$ cat src/rtl/display_pkg.sv
// Shared constants for the multiplexed seven-segment display: special codes,
// segment patterns (bit 0 = segment a) and the hex glyph lookup.
package display_pkg;

  localparam logic [4:0] CODE_DASH  = 5'd16;
  localparam logic [4:0] CODE_BLANK = 5'd17;

  localparam logic [6:0] SEG_BLANK = 7'h00;
  localparam logic [6:0] SEG_DASH  = 7'h40;

  function automatic logic [6:0] hex_glyph(input logic [3:0] nib);
    logic [6:0] g;
    case (nib)
      4'h0: g = 7'h3F;
      4'h1: g = 7'h06;
      4'h2: g = 7'h5B;
      4'h3: g = 7'h4F;
      4'h4: g = 7'h66;
      4'h5: g = 7'h6D;
      4'h6: g = 7'h7D;
      4'h7: g = 7'h07;
      4'h8: g = 7'h7F;
      4'h9: g = 7'h6F;
      4'hA: g = 7'h77;
      4'hB: g = 7'h7C;
      4'hC: g = 7'h39;
      4'hD: g = 7'h5E;
      4'hE: g = 7'h79;
      default: g = 7'h71;
    endcase
    return g;
  endfunction

endpackage

$ cat src/rtl/seg7_decode.sv
// Combinational 5-bit display code to active-high segment pattern.
// Codes 0-15 are hex glyphs, 16 is a dash, everything else is blank.
module seg7_decode
  import display_pkg::*;
(
  input  logic [4:0] code,
  output logic [6:0] seg
);

  always_comb begin
    if (code < CODE_DASH)
      seg = hex_glyph(code[3:0]);
    else if (code == CODE_DASH)
      seg = SEG_DASH;
    else
      seg = SEG_BLANK;
  end

endmodule

$ cat src/rtl/display_mux_n.sv
// Time-multiplexed N-digit seven-segment driver with per-frame shadowing and dead time.
// Optional feature: define LEADING_ZERO_BLANK_EN to suppress leading zeros.
module display_mux_n
  import display_pkg::*;
#(
  parameter int N_DIGITS    = 3,
  parameter int DIV         = 1000,
  parameter int DEAD_CYC    = 2,
  parameter int SEG_ACT_LOW = 0
) (
  input  logic                  clk,
  input  logic                  rst_n,
  input  logic [5*N_DIGITS-1:0] codes,
  input  logic [N_DIGITS-1:0]   dp,
  output logic [N_DIGITS-1:0]   enable,
  output logic [6:0]            seg,
  output logic                  dp_out,
  output logic                  frame_tick
);

  localparam int CW = $clog2(DIV);
  localparam int IW = $clog2(N_DIGITS);
  localparam logic [CW-1:0] CNT_LAST = CW'(DIV - 1);
  localparam logic [CW-1:0] DEAD_END = CW'(DEAD_CYC);
  localparam logic [IW-1:0] IDX_LAST = IW'(N_DIGITS - 1);
  localparam logic [6:0]    SEG_POL  = (SEG_ACT_LOW != 0) ? 7'h7F : 7'h00;
  localparam logic          DP_POL   = (SEG_ACT_LOW != 0);
  localparam logic [N_DIGITS-1:0] EN_ONE = N_DIGITS'(1);

  logic [CW-1:0]         cnt, cnt_next;
  logic [IW-1:0]         idx, idx_next;
  logic [5*N_DIGITS-1:0] sh_codes, sh_codes_next;
  logic [N_DIGITS-1:0]   sh_dp, sh_dp_next;
  logic                  slot_wrap, frame_wrap, dead;
  logic [4:0]            sel_code, show_code;
  logic                  sel_dp;
  logic [6:0]            glyph;

  // Outputs are registered from next-state values so that enable, seg and
  // dp_out line up exactly with the cnt/idx/shadow state of the same cycle.
  always_comb begin
    slot_wrap     = (cnt == CNT_LAST);
    frame_wrap    = slot_wrap && (idx == IDX_LAST);
    cnt_next      = slot_wrap ? '0 : cnt + 1'b1;
    idx_next      = idx;
    if (slot_wrap)
      idx_next = frame_wrap ? '0 : idx + 1'b1;
    sh_codes_next = frame_wrap ? codes : sh_codes;
    sh_dp_next    = frame_wrap ? dp : sh_dp;
    dead          = (cnt_next < DEAD_END);
    sel_code      = CODE_BLANK;
    sel_dp        = 1'b0;
    for (int k = 0; k < N_DIGITS; k++) begin
      if (idx_next == IW'(k)) begin
        sel_code = sh_codes_next[5*k +: 5];
        sel_dp   = sh_dp_next[k];
      end
    end
  end

`ifdef LEADING_ZERO_BLANK_EN
  logic       above_nz;
  logic [4:0] probe;

  // A zero is leading when no higher digit holds a visible code (1..16).
  always_comb begin
    above_nz = 1'b0;
    probe    = '0;
    for (int k = 0; k < N_DIGITS; k++) begin
      probe = sh_codes_next[5*k +: 5];
      if (IW'(k) > idx_next && probe != 5'd0 && probe <= CODE_DASH)
        above_nz = 1'b1;
    end
    show_code = (sel_code == 5'd0 && idx_next != '0 && !above_nz) ? CODE_BLANK : sel_code;
  end
`else
  assign show_code = sel_code;
`endif

  seg7_decode u_decode (
    .code (show_code),
    .seg  (glyph)
  );

  always_ff @(posedge clk) begin
    if (!rst_n) begin
      cnt        <= '0;
      idx        <= '0;
      sh_codes   <= {N_DIGITS{CODE_BLANK}};
      sh_dp      <= '0;
      enable     <= '0;
      seg        <= SEG_BLANK ^ SEG_POL;
      dp_out     <= DP_POL;
      frame_tick <= 1'b0;
    end else begin
      cnt        <= cnt_next;
      idx        <= idx_next;
      sh_codes   <= sh_codes_next;
      sh_dp      <= sh_dp_next;
      frame_tick <= frame_wrap;
      enable     <= dead ? '0 : (EN_ONE << idx_next);
      seg        <= (dead ? SEG_BLANK : glyph) ^ SEG_POL;
      dp_out     <= (dead ? 1'b0 : sel_dp) ^ DP_POL;
    end
  end

endmodule
$ cat config.mk
export PLATFORM = sky130hd
export DESIGN_NAME = display_mux_n
export DESIGN_NICKNAME = d
export VERILOG_FILES = /design/src/rtl/display_pkg.sv /design/src/rtl/seg7_decode.sv /design/src/rtl/display_mux_n.sv
export SDC_FILE = /design/constraint.sdc
export NUM_CORES = 1
export LEC_CHECK = 0
export CORE_ASPECT_RATIO = 0.9
export CORE_UTILIZATION = 48
export DETAILED_ROUTE_END_ITERATION = 16
export GPL_ROUTABILITY_DRIVEN = 0
export PLACE_DENSITY_LB_ADDON = 0.08
export SLEW_MARGIN = 20
export SYNTH_ARGS = -nofsm -noshare
export SYNTH_HDL_FRONTEND = slang
export SYNTH_SLANG_ARGS = --single-unit
$ cat constraint.sdc
create_clock -name clk -period 2.8 [get_ports clk]
set_clock_uncertainty 0.15 [all_clocks]
set_input_delay 0.28 -clock clk [delete_from_list [all_inputs] [get_ports clk]]
set_output_delay 0.28 -clock clk [all_outputs]
set_load 0.01 [all_outputs]
==> impl_metrics.json, run 1 <==
{
  "post-route-min-period_ps": 2630,
  "status": "completed",
  "antenna_cells": 0,
  "hold_ws_ps": 300,
  "dp_cells": 379,
  "synth.avg_cell_area_sq_um": 8.52,
  "cts_tree": "done",
  "drc_errors": 0,
  "crit_fanout": 9,
  "worstPathArrival_ps": 2710,
  "clock-root-buffer": "clkbuf_8",
  "p_comb_share_pct": 7.6,
  "cts.clk_slew.worst_paths_ps": 80,
  "crit_slowest_cell": "or4_4",
  "final_common_cell": "nand2_1",
  "antenna_found_initial": 0,
  "grt_start_max_net_pins": 26,
  "cts_buffers": 5,
  "vias_per_cell": 5.24,
  "nNetsFinal": 354,
  "hp-class": "reg -> reg",
  "floorplan.die.height_microns": 68.4,
  "ys_seq_area_share_pct": 35.8,
  "crit_top_cell": "buf_4",
  "drive_gt1_share_pct": 18.0,
  "grt_pass1_wl_microns": 8350,
  "clk_latency_ps": 290,
  "yosysTopAreaCellShare_pct": 35.8,
  "io_buffers": 31,
  "post-route-util_pct": 65.3,
  "die_width_microns": 75.8,
  "switching_share_pct": 23.1,
  "crit_type": "reg -> reg",
  "postLayoutSetupSlackWorst_ps": 169,
  "tns_ps": 0,
  "synth_flop_cell": "dfxtp_1",
  "synthCells": 276,
  "vias": 2040,
  "cts.path.max_buffers": 2,
  "mostFrequentLayoutCells": "58 x nand2_1, 40 x dfxtp_1, 31 x clkdlybuf4s50_1",
  "cts_sinks": 42,
  "fmax_mhz": 380,
  "grt_overflow": 0,
  "initial_core_util_pct": 51.4,
  "finalHoldViolCount": 0,
  "wl_per_cell_microns": 12.7,
  "drv_cap": 0,
  "dieArea_sq_um": 5180,
  "drtPass1Iterations": 5,
  "core_sq_um": 4580,
  "dp_hpwl_microns": 3610,
  "async_flop_share_pct": 0,
  "cp-end-kind": "register",
  "synth_enable_flop_cells": 0,
  "dp_slack_ps": -88.6,
  "slew_violations": 0,
  "period_share_pct": 94.0,
  "switching_power_w": 0.000249,
  "ir_drop_v": 0.000274,
  "first_iter_violations": 78,
  "synth_top_cell_by_area": "dfxtp_1",
  "crit_chain": "ha_4, nand3b_4, or3_4, buf_4, mux2i_1, or4_4, buf_4, nor3b_1, a221oi_1, nor2_1",
  "htree_levels": 2,
  "p_int_w": 0.000829,
  "p_clk_share_pct": 36.1,
  "wl_microns": 4930,
  "pwr-share-seq_pct": 56.3,
  "synth.area.top_cells": "dfxtp_1 36%, nand2_1 9.3%, mux2i_1 7.7%",
  "yosys_warnings": 0,
  "io_pins": 32,
  "critPathMaxStageDelay_ps": 570,
  "synth_cell_types": 55,
  "power_leakage_nw": 1.24,
  "worst_slew_pin_slew_ps": 654,
  "rows": 23,
  "crit_required_ps": 2880,
  "grt_usage_pct": 21.4,
  "start_kind": "register",
  "area_growth_pct": 27.0,
  "setup_viol": 0,
  "yosys_register_bits": 42,
  "syn_area_sq_um": 2350,
  "powerDensity_nw_per_um2": 361,
  "syn-num-nets": 304,
  "final_cells": 389,
  "fillers": 391,
  "grt_pass1_vias": 1845,
  "relSlewSlack_pct": 56.3,
  "hold_buffers": 0,
  "antenna_left": 0
}
## registers in the layout, indices dropped and copies added, names as in the netlist
signal and flops:
seg 7, sh_codes 15, enable 3, idx 2
cnt 10, dp_out 1, sh_dp 3, frame_tick 1
## metrics by stage
stage / total power, W / area [sq um]
3_3_place_gp: 0.000701 / 2850
5_1_grt: 0.00112 / 2990
4_1_cts: 0.00109 / 2960
3_5_place_dp: 0.000702 / 2850
2_1_floorplan: 0.000655 / 2360
6_report: 0.00108 / 2990
## repair_timing
action	in CTS	in global routing
endpoints found under the setup margin	5	7
endpoints found under the hold margin	0	0
buffers inserted	1	1
resized for setup	2	8
pin swaps	0	2
## power groups by stage
stage	clock [W]	combinational [W]	sequential [W]
6_report	0.000389	0.0000815	0.000607
5_1_grt	0.000419	0.0000886	0.000608
4_1_cts	0.000399	0.0000814	0.000607
3_5_place_dp	0	0.0000809	0.000621
2_1_floorplan	0	0.0000323	0.000623
3_3_place_gp	0	0.0000804	0.000621
## final cells by class
cell class / instances / area, sq um / area share (%)
timing repair buffer: 59 / 520 / 17.4
clock buffer: 6 / 72.6 / 2.43
sequential: 42 / 846 / 28.3
clock inverter: 2 / 13.8 / 0.461
tap: 62 / 77.6 / 2.60
multi-input combinational: 211 / 1430 / 47.9
inverter: 7 / 26.3 / 0.880
## final timing paths
kind	start	slack [ps]	cells past startpoint	to
max	cnt[0]	170	10	seg[0]
min	cnt[0]	300	1	cnt[0]
max reg2reg	cnt[0]	170	10	seg[0]
min reg2reg	cnt[0]	300	1	cnt[0]
## kinds of logic (layout without fill, tap and decap cells)
family | count (synthesis) | after routing | share of synthesized area, %
flip-flops | 42 | 42 | 35.8
multiplexers | 19 | 19 | 8.62
adder cells (fa/ha/maj) | 8 | 8 | 4.26
XOR/XNOR | 8 | 8 | 2.98
buffers and inverters | 23 | 74 | 5.06
AO/OA/AOI/OAI | 47 | 47 | 15.0
AND/OR/NAND/NOR | 129 | 129 | 28.4
## per-layer routing
layer	global-route usage, %	up-vias	part of all wire (%)
met5	0	-	0
met4	7.64	0	1.0
met3	4.42	7	3.3
met2	33.0	43	45
met1	29.5	923	51
li1	-	1067	-
## critical path, delay by kind of cell, from the launching register on
| family | cells | cell delay (ps) |
|---|---|---|
| flip-flops | 1 | 370 |
| adder cells (fa/ha/maj) | 1 | 150 |
| AO/OA/AOI/OAI | 1 | 80 |
| AND/OR/NAND/NOR | 5 | 1320 |
| buffers and inverters | 2 | 370 |
| multiplexers | 1 | 120 |
## synthesized netlist by cell type, types with 2 or more instances
library cell and count:
and3_1 3, and2_1 3, nor2_1 19, ha_1 8, o21ai_0 6, mux2i_1 18, nor4_2 2, or3_1 2
a21boi_0 10, inv_1 7, o211ai_1 2, nand3_1 13, buf_1 2, nor4_1 3, a211oi_2 2, nor3_1 8
buf_2 5, a21boi_1 4, a211oi_1 3, or4_1 2, nand2_1 58, nor3b_1 2, a21oi_1 6, dfxtp_1 42
o21a_1 2, xnor2_1 7, clkbuf_1 5, a21oi_2 2, nor2b_1 2, buf_6 3
No activity file was read; power rests on OpenSTA's default activity.
==> run 2: changes to the inputs <==
Clock period 2.8 ns to 3.1 ns, I/O delays scaled along.
==> impl_metrics.json, run 2 (same netlist as run 1, synthesis figures left out) <==
{
  "status": "completed",
  "initial_core_util_pct": 51.4,
  "start_kind": "register",
  "largest-register": "sh_codes",
  "grt_start_max_net_pins": 27,
  "final_common_cell": "nand2_1",
  "reg_top3": "sh_codes x15, cnt x10, seg x7",
  "tns_ps": 0,
  "fmax_mhz": 343,
  "htree_levels": 2,
  "core_sq_um": 4580,
  "cts.path.max_buffers": 2,
  "cts_sinks": 42,
  "fillers": 404,
  "antenna_cells": 0,
  "critPathLaunch": "cnt[0]",
  "cp-end-kind": "register",
  "finalHoldViolCount": 0,
  "cts_buffers": 5,
  "drv_cap": 0,
  "io_pins": 32,
  "floorplan.die.height_microns": 68.4,
  "regToRegEndpoint": "seg[6]",
  "crit_type": "reg -> reg",
  "hold_buffers": 0,
  "clk_latency_ps": 300,
  "grt_pass1_wl_microns": 8270,
  "ff2ff_setup_slack_ps": 180,
  "r2r-start": "cnt[0]",
  "largest_reg_flops": 15,
  "crit_fanout": 12,
  "grt_pass1_vias": 1812,
  "crit_required_ps": 3170,
  "period_share_pct": 94.1,
  "antenna_found_initial": 0,
  "post-route-min-period_ps": 2920,
  "antenna_left": 0,
  "pwr-share-seq_pct": 56.1,
  "grt_overflow": 0,
  "setup_viol": 0,
  "drtPass1Iterations": 4,
  "first_iter_violations": 78,
  "slew_violations": 0,
  "p_clk_share_pct": 36.5,
  "dp_cells": 369,
  "mostFrequentLayoutCells": "58 x nand2_1, 42 x dfxtp_1, 31 x clkdlybuf4s50_1",
  "drive_gt1_share_pct": 13.5,
  "nNetsFinal": 345,
  "io_buffers": 31,
  "worst_slew_pin_slew_ps": 603,
  "dp_hpwl_microns": 3570,
  "p_int_w": 0.000746,
  "wl_per_cell_microns": 13.0,
  "relSlewSlack_pct": 59.7,
  "cts_tree": "done",
  "grt_usage_pct": 21.4,
  "drc_errors": 0,
  "worstSetupEndpoint": "seg[6]",
  "final_cells": 380,
  "wl_microns": 4960,
  "ff_latch_area_sq_um": 841,
  "ir_drop_v": 0.000192,
  "switching_share_pct": 23.5,
  "multi_input_area_sq_um": 1410,
  "hold_depth": 1,
  "hp-class": "reg -> reg",
  "cts.clk_slew.worst_paths_ps": 80,
  "powerDensity_nw_per_um2": 338,
  "r2r_cells": 9,
  "area_growth_pct": 22.9,
  "power_leakage_nw": 1.19,
  "switching_power_w": 0.000229,
  "rows": 23,
  "die_width_microns": 75.8,
  "vias": 2018,
  "p_comb_share_pct": 7.4,
  "worstPathArrival_ps": 2990,
  "dieArea_sq_um": 5180,
  "rsz0062_at_grt": "no",
  "vias_per_cell": 5.31,
  "clock-root-buffer": "clkbuf_8"
}
[run 2: worst max-delay path: stages, from the launching register on]
cell and delay, ps:
dfxtp_1 360, ha_1 220, nand3b_4 80, or3_1 440, buf_4 220, mux2i_1 130
or4_4 640, and2_4 220, and3_1 190, nor4_2 190
[run 2: layout make-up]
type	instances	share of cell area, %
clock buffer	6	2.51
timing repair buffer	50	15.7
inverter	7	0.909
multi-input combinational	211	48.6
sequential	42	29.1
clock inverter	2	0.476
tap	62	2.69
[run 2: timing repair]
item	CTS	global route
gates resized for setup	0	2
setup buffers	0	3
setup endpoints to repair	0	7
[run 2: metrics by stage]
step | hold slack [ps] | setup WS [ps] | power [W] | util, % | cell area [sq um]
floorplan | 268 | 248 | 0.000589 | - | 2350
global placement | 279 | 202 | 0.000631 | 60.5 | 2770
detailed placement | 290 | 74.1 | 0.000631 | 60.5 | 2770
CTS | 302 | 59.4 | 0.000982 | 62.3 | 2850
global route | 320 | 21.7 | 0.00102 | 63.1 | 2890
finish | 299 | 182 | 0.000975 | 63.1 | 2890
[run 2: worst min-delay path by stage]
stage	start	end	slack, ps
floorplan	cnt[0]	cnt[0]	270
global placement	cnt[0]	cnt[0]	280
detailed placement	cnt[0]	cnt[0]	290
CTS	cnt[0]	cnt[0]	300
global route	cnt[0]	cnt[0]	320
finish	cnt[0]	cnt[0]	300
[run 2: power by group through the flow]
stage	clock network [W]	logic (W)	registers, W
after floorplan	0	0.0000277	0.000561
after global placement	0	0.0000715	0.000560
after detailed placement	0	0.0000712	0.000560
after CTS	0.000363	0.0000719	0.000547
after global routing	0.000390	0.0000780	0.000548
final	0.000356	0.0000720	0.000547
[run 2: routing by layer]
| metal | share of wire, % | track usage (%) | vias up | wire length (microns) |
|---|---|---|---|---|
| met5 | 0 | 0 | - | 0 |
| met4 | 1.6 | 6.25 | 0 | 78 |
| met3 | 3.1 | 5.01 | 10 | 152 |
| met2 | 45 | 33.3 | 36 | 2230 |
| met1 | 50 | 29.3 | 927 | 2490 |
| li1 | - | - | 1045 | - |
==> run 3: changes to the inputs <==
Settings changed: PLACE_DENSITY_LB_ADDON 0.08 to 0.25.
==> impl_metrics.json, run 3 (same netlist as run 1, synthesis figures left out) <==
{
  "dp_hpwl_microns": 3600,
  "crit_required_ps": 3130,
  "crit_type": "reg -> reg",
  "p_clk_share_pct": 35.9,
  "finalHoldViolCount": 0,
  "drv_cap": 0,
  "crit_fanout": 7,
  "final_common_cell": "nand2_1",
  "worst_slew_pin_slew_ps": 609,
  "grt_use_met1_pct": 28.2,
  "post-route-min-period_ps": 2860,
  "power_leakage_nw": 1.16,
  "cts.path.max_buffers": 2,
  "cts_sinks": 42,
  "fmax_mhz": 350,
  "grt_pass1_wl_microns": 8480,
  "critPathLaunch": "cnt[0]",
  "vias_per_cell": 5.29,
  "r2r-start": "cnt[0]",
  "rsz0062_at_grt": "no",
  "die_width_microns": 75.8,
  "grt_overflow": 0,
  "dieArea_sq_um": 5180,
  "hold_buffers": 0,
  "grt_usage_pct": 22.1,
  "htree_levels": 2,
  "mostFrequentLayoutCells": "58 x nand2_1, 42 x dfxtp_1, 31 x clkdlybuf4s50_1",
  "area_growth_pct": 21.6,
  "crit_top_cell": "nor2_1",
  "top_usage_layer": "met2",
  "ir_drop_v": 0.000231,
  "cts.clk_slew.worst_paths_ps": 80,
  "p_int_w": 0.000746,
  "cp-end-kind": "register",
  "gr-usage-met3_pct": 4.86,
  "hp-class": "reg -> reg",
  "post-route-util_pct": 62.5,
  "antenna_cells": 0,
  "crit_slowest_cell": "or3_4",
  "antenna_left": 0,
  "crit_family": "compound AO/OA/AOI/OAI gates",
  "antenna_found_initial": 0,
  "postCtsSetupBuffers": 0,
  "tns_ps": 0,
  "io_buffers": 31,
  "period_share_pct": 92.3,
  "powerDensity_nw_per_um2": 338,
  "grt_start_max_net_pins": 23,
  "p_comb_share_pct": 7.4,
  "nNetsFinal": 340,
  "grtUsageMet2_pct": 35.6,
  "setup_viol": 0,
  "drc_errors": 0,
  "largest_reg_flops": 15,
  "reg_top3": "sh_codes x15, cnt x10, seg x7",
  "status": "completed",
  "first_iter_violations": 73,
  "wl_microns": 4790,
  "slew_violations": 0,
  "clock-root-buffer": "clkbuf_8",
  "drive_gt1_share_pct": 12.5,
  "core_sq_um": 4580,
  "largest-register": "sh_codes",
  "floorplan.die.height_microns": 68.4,
  "cts_resized": 0,
  "critPathMaxStageDelay_ps": 460,
  "pwr-share-seq_pct": 56.7,
  "cts_tree": "done",
  "holdCritStartpoint": "cnt[0]",
  "crit_chain": "ha_1, nand3b_4, or3_4, mux2i_1, a222oi_1, a21oi_2, inv_1, ha_2, nor2_1, a221oi_1, nor2_1",
  "switching_power_w": 0.000219,
  "grt_pass1_vias": 1862,
  "relSlewSlack_pct": 59.3,
  "cts_buffers": 5,
  "worstPathArrival_ps": 2890,
  "wl_per_cell_microns": 12.8,
  "vias": 1985,
  "drtPass1Iterations": 4,
  "critPathBufInv": 1,
  "start_kind": "register",
  "initial_core_util_pct": 51.4,
  "switching_share_pct": 22.7,
  "clk_latency_ps": 300,
  "rows": 23,
  "io_pins": 32
}
run 3: cell types whose count changed in the layout (fill, tap and decap cells not counted), sizes merged:
cell / change
buf: -5
run 3: worst paths after layout:
| kind | end | slack, ps | depth (start not counted) |
|---|---|---|---|
| setup / recovery | seg[0] | 240 | 11 |
| hold / removal | cnt[0] | 310 | 1 |
| hold reg to reg | cnt[0] | 310 | 1 |
| setup reg to reg | seg[0] | 240 | 11 |
run 3: per-stage QoR:
| stage | cells | hold slack (ps) | instance area [sq um] | worst slack, ps | power (W) |
|---|---|---|---|---|---|
| finish | 375 | 309 | 2860 | 239 | 0.000965 |
| global route | 375 | 321 | 2860 | 6.12 | 0.00101 |
| CTS | 375 | 305 | 2850 | 73.7 | 0.000976 |
| detailed placement | 367 | 291 | 2760 | 112 | 0.000631 |
| global placement | 367 | 279 | 2760 | 198 | 0.000631 |
| floorplan | 276 | 268 | 2350 | 248 | 0.000589 |
run 3: cell type report:
cell class | instances | area (sq um)
Clock buffer | 6 | 72.6
Clock inverter | 2 | 13.8
Fill cell | 428 | 1720
Inverter | 7 | 26.3
Multi-Input combinational cell | 211 | 1400
Sequential cell | 42 | 841
Tap cell | 62 | 77.6
Timing Repair Buffer | 45 | 428
run 3: per-layer routing:
metal,wire [microns],vias to the layer above
li1,-,1039
met1,2290,899
met2,2230,37
met3,170,10
met4,102,0
met5,0,-
run 3: power by group through the flow:
stage	registers (W)	logic, W	clock network [W]
2_1_floorplan	0.000561	0.0000277	0
3_3_place_gp	0.000560	0.0000708	0
3_5_place_dp	0.000560	0.0000710	0
4_1_cts	0.000547	0.0000714	0.000358
5_1_grt	0.000548	0.0000776	0.000380
6_report	0.000547	0.0000717	0.000346
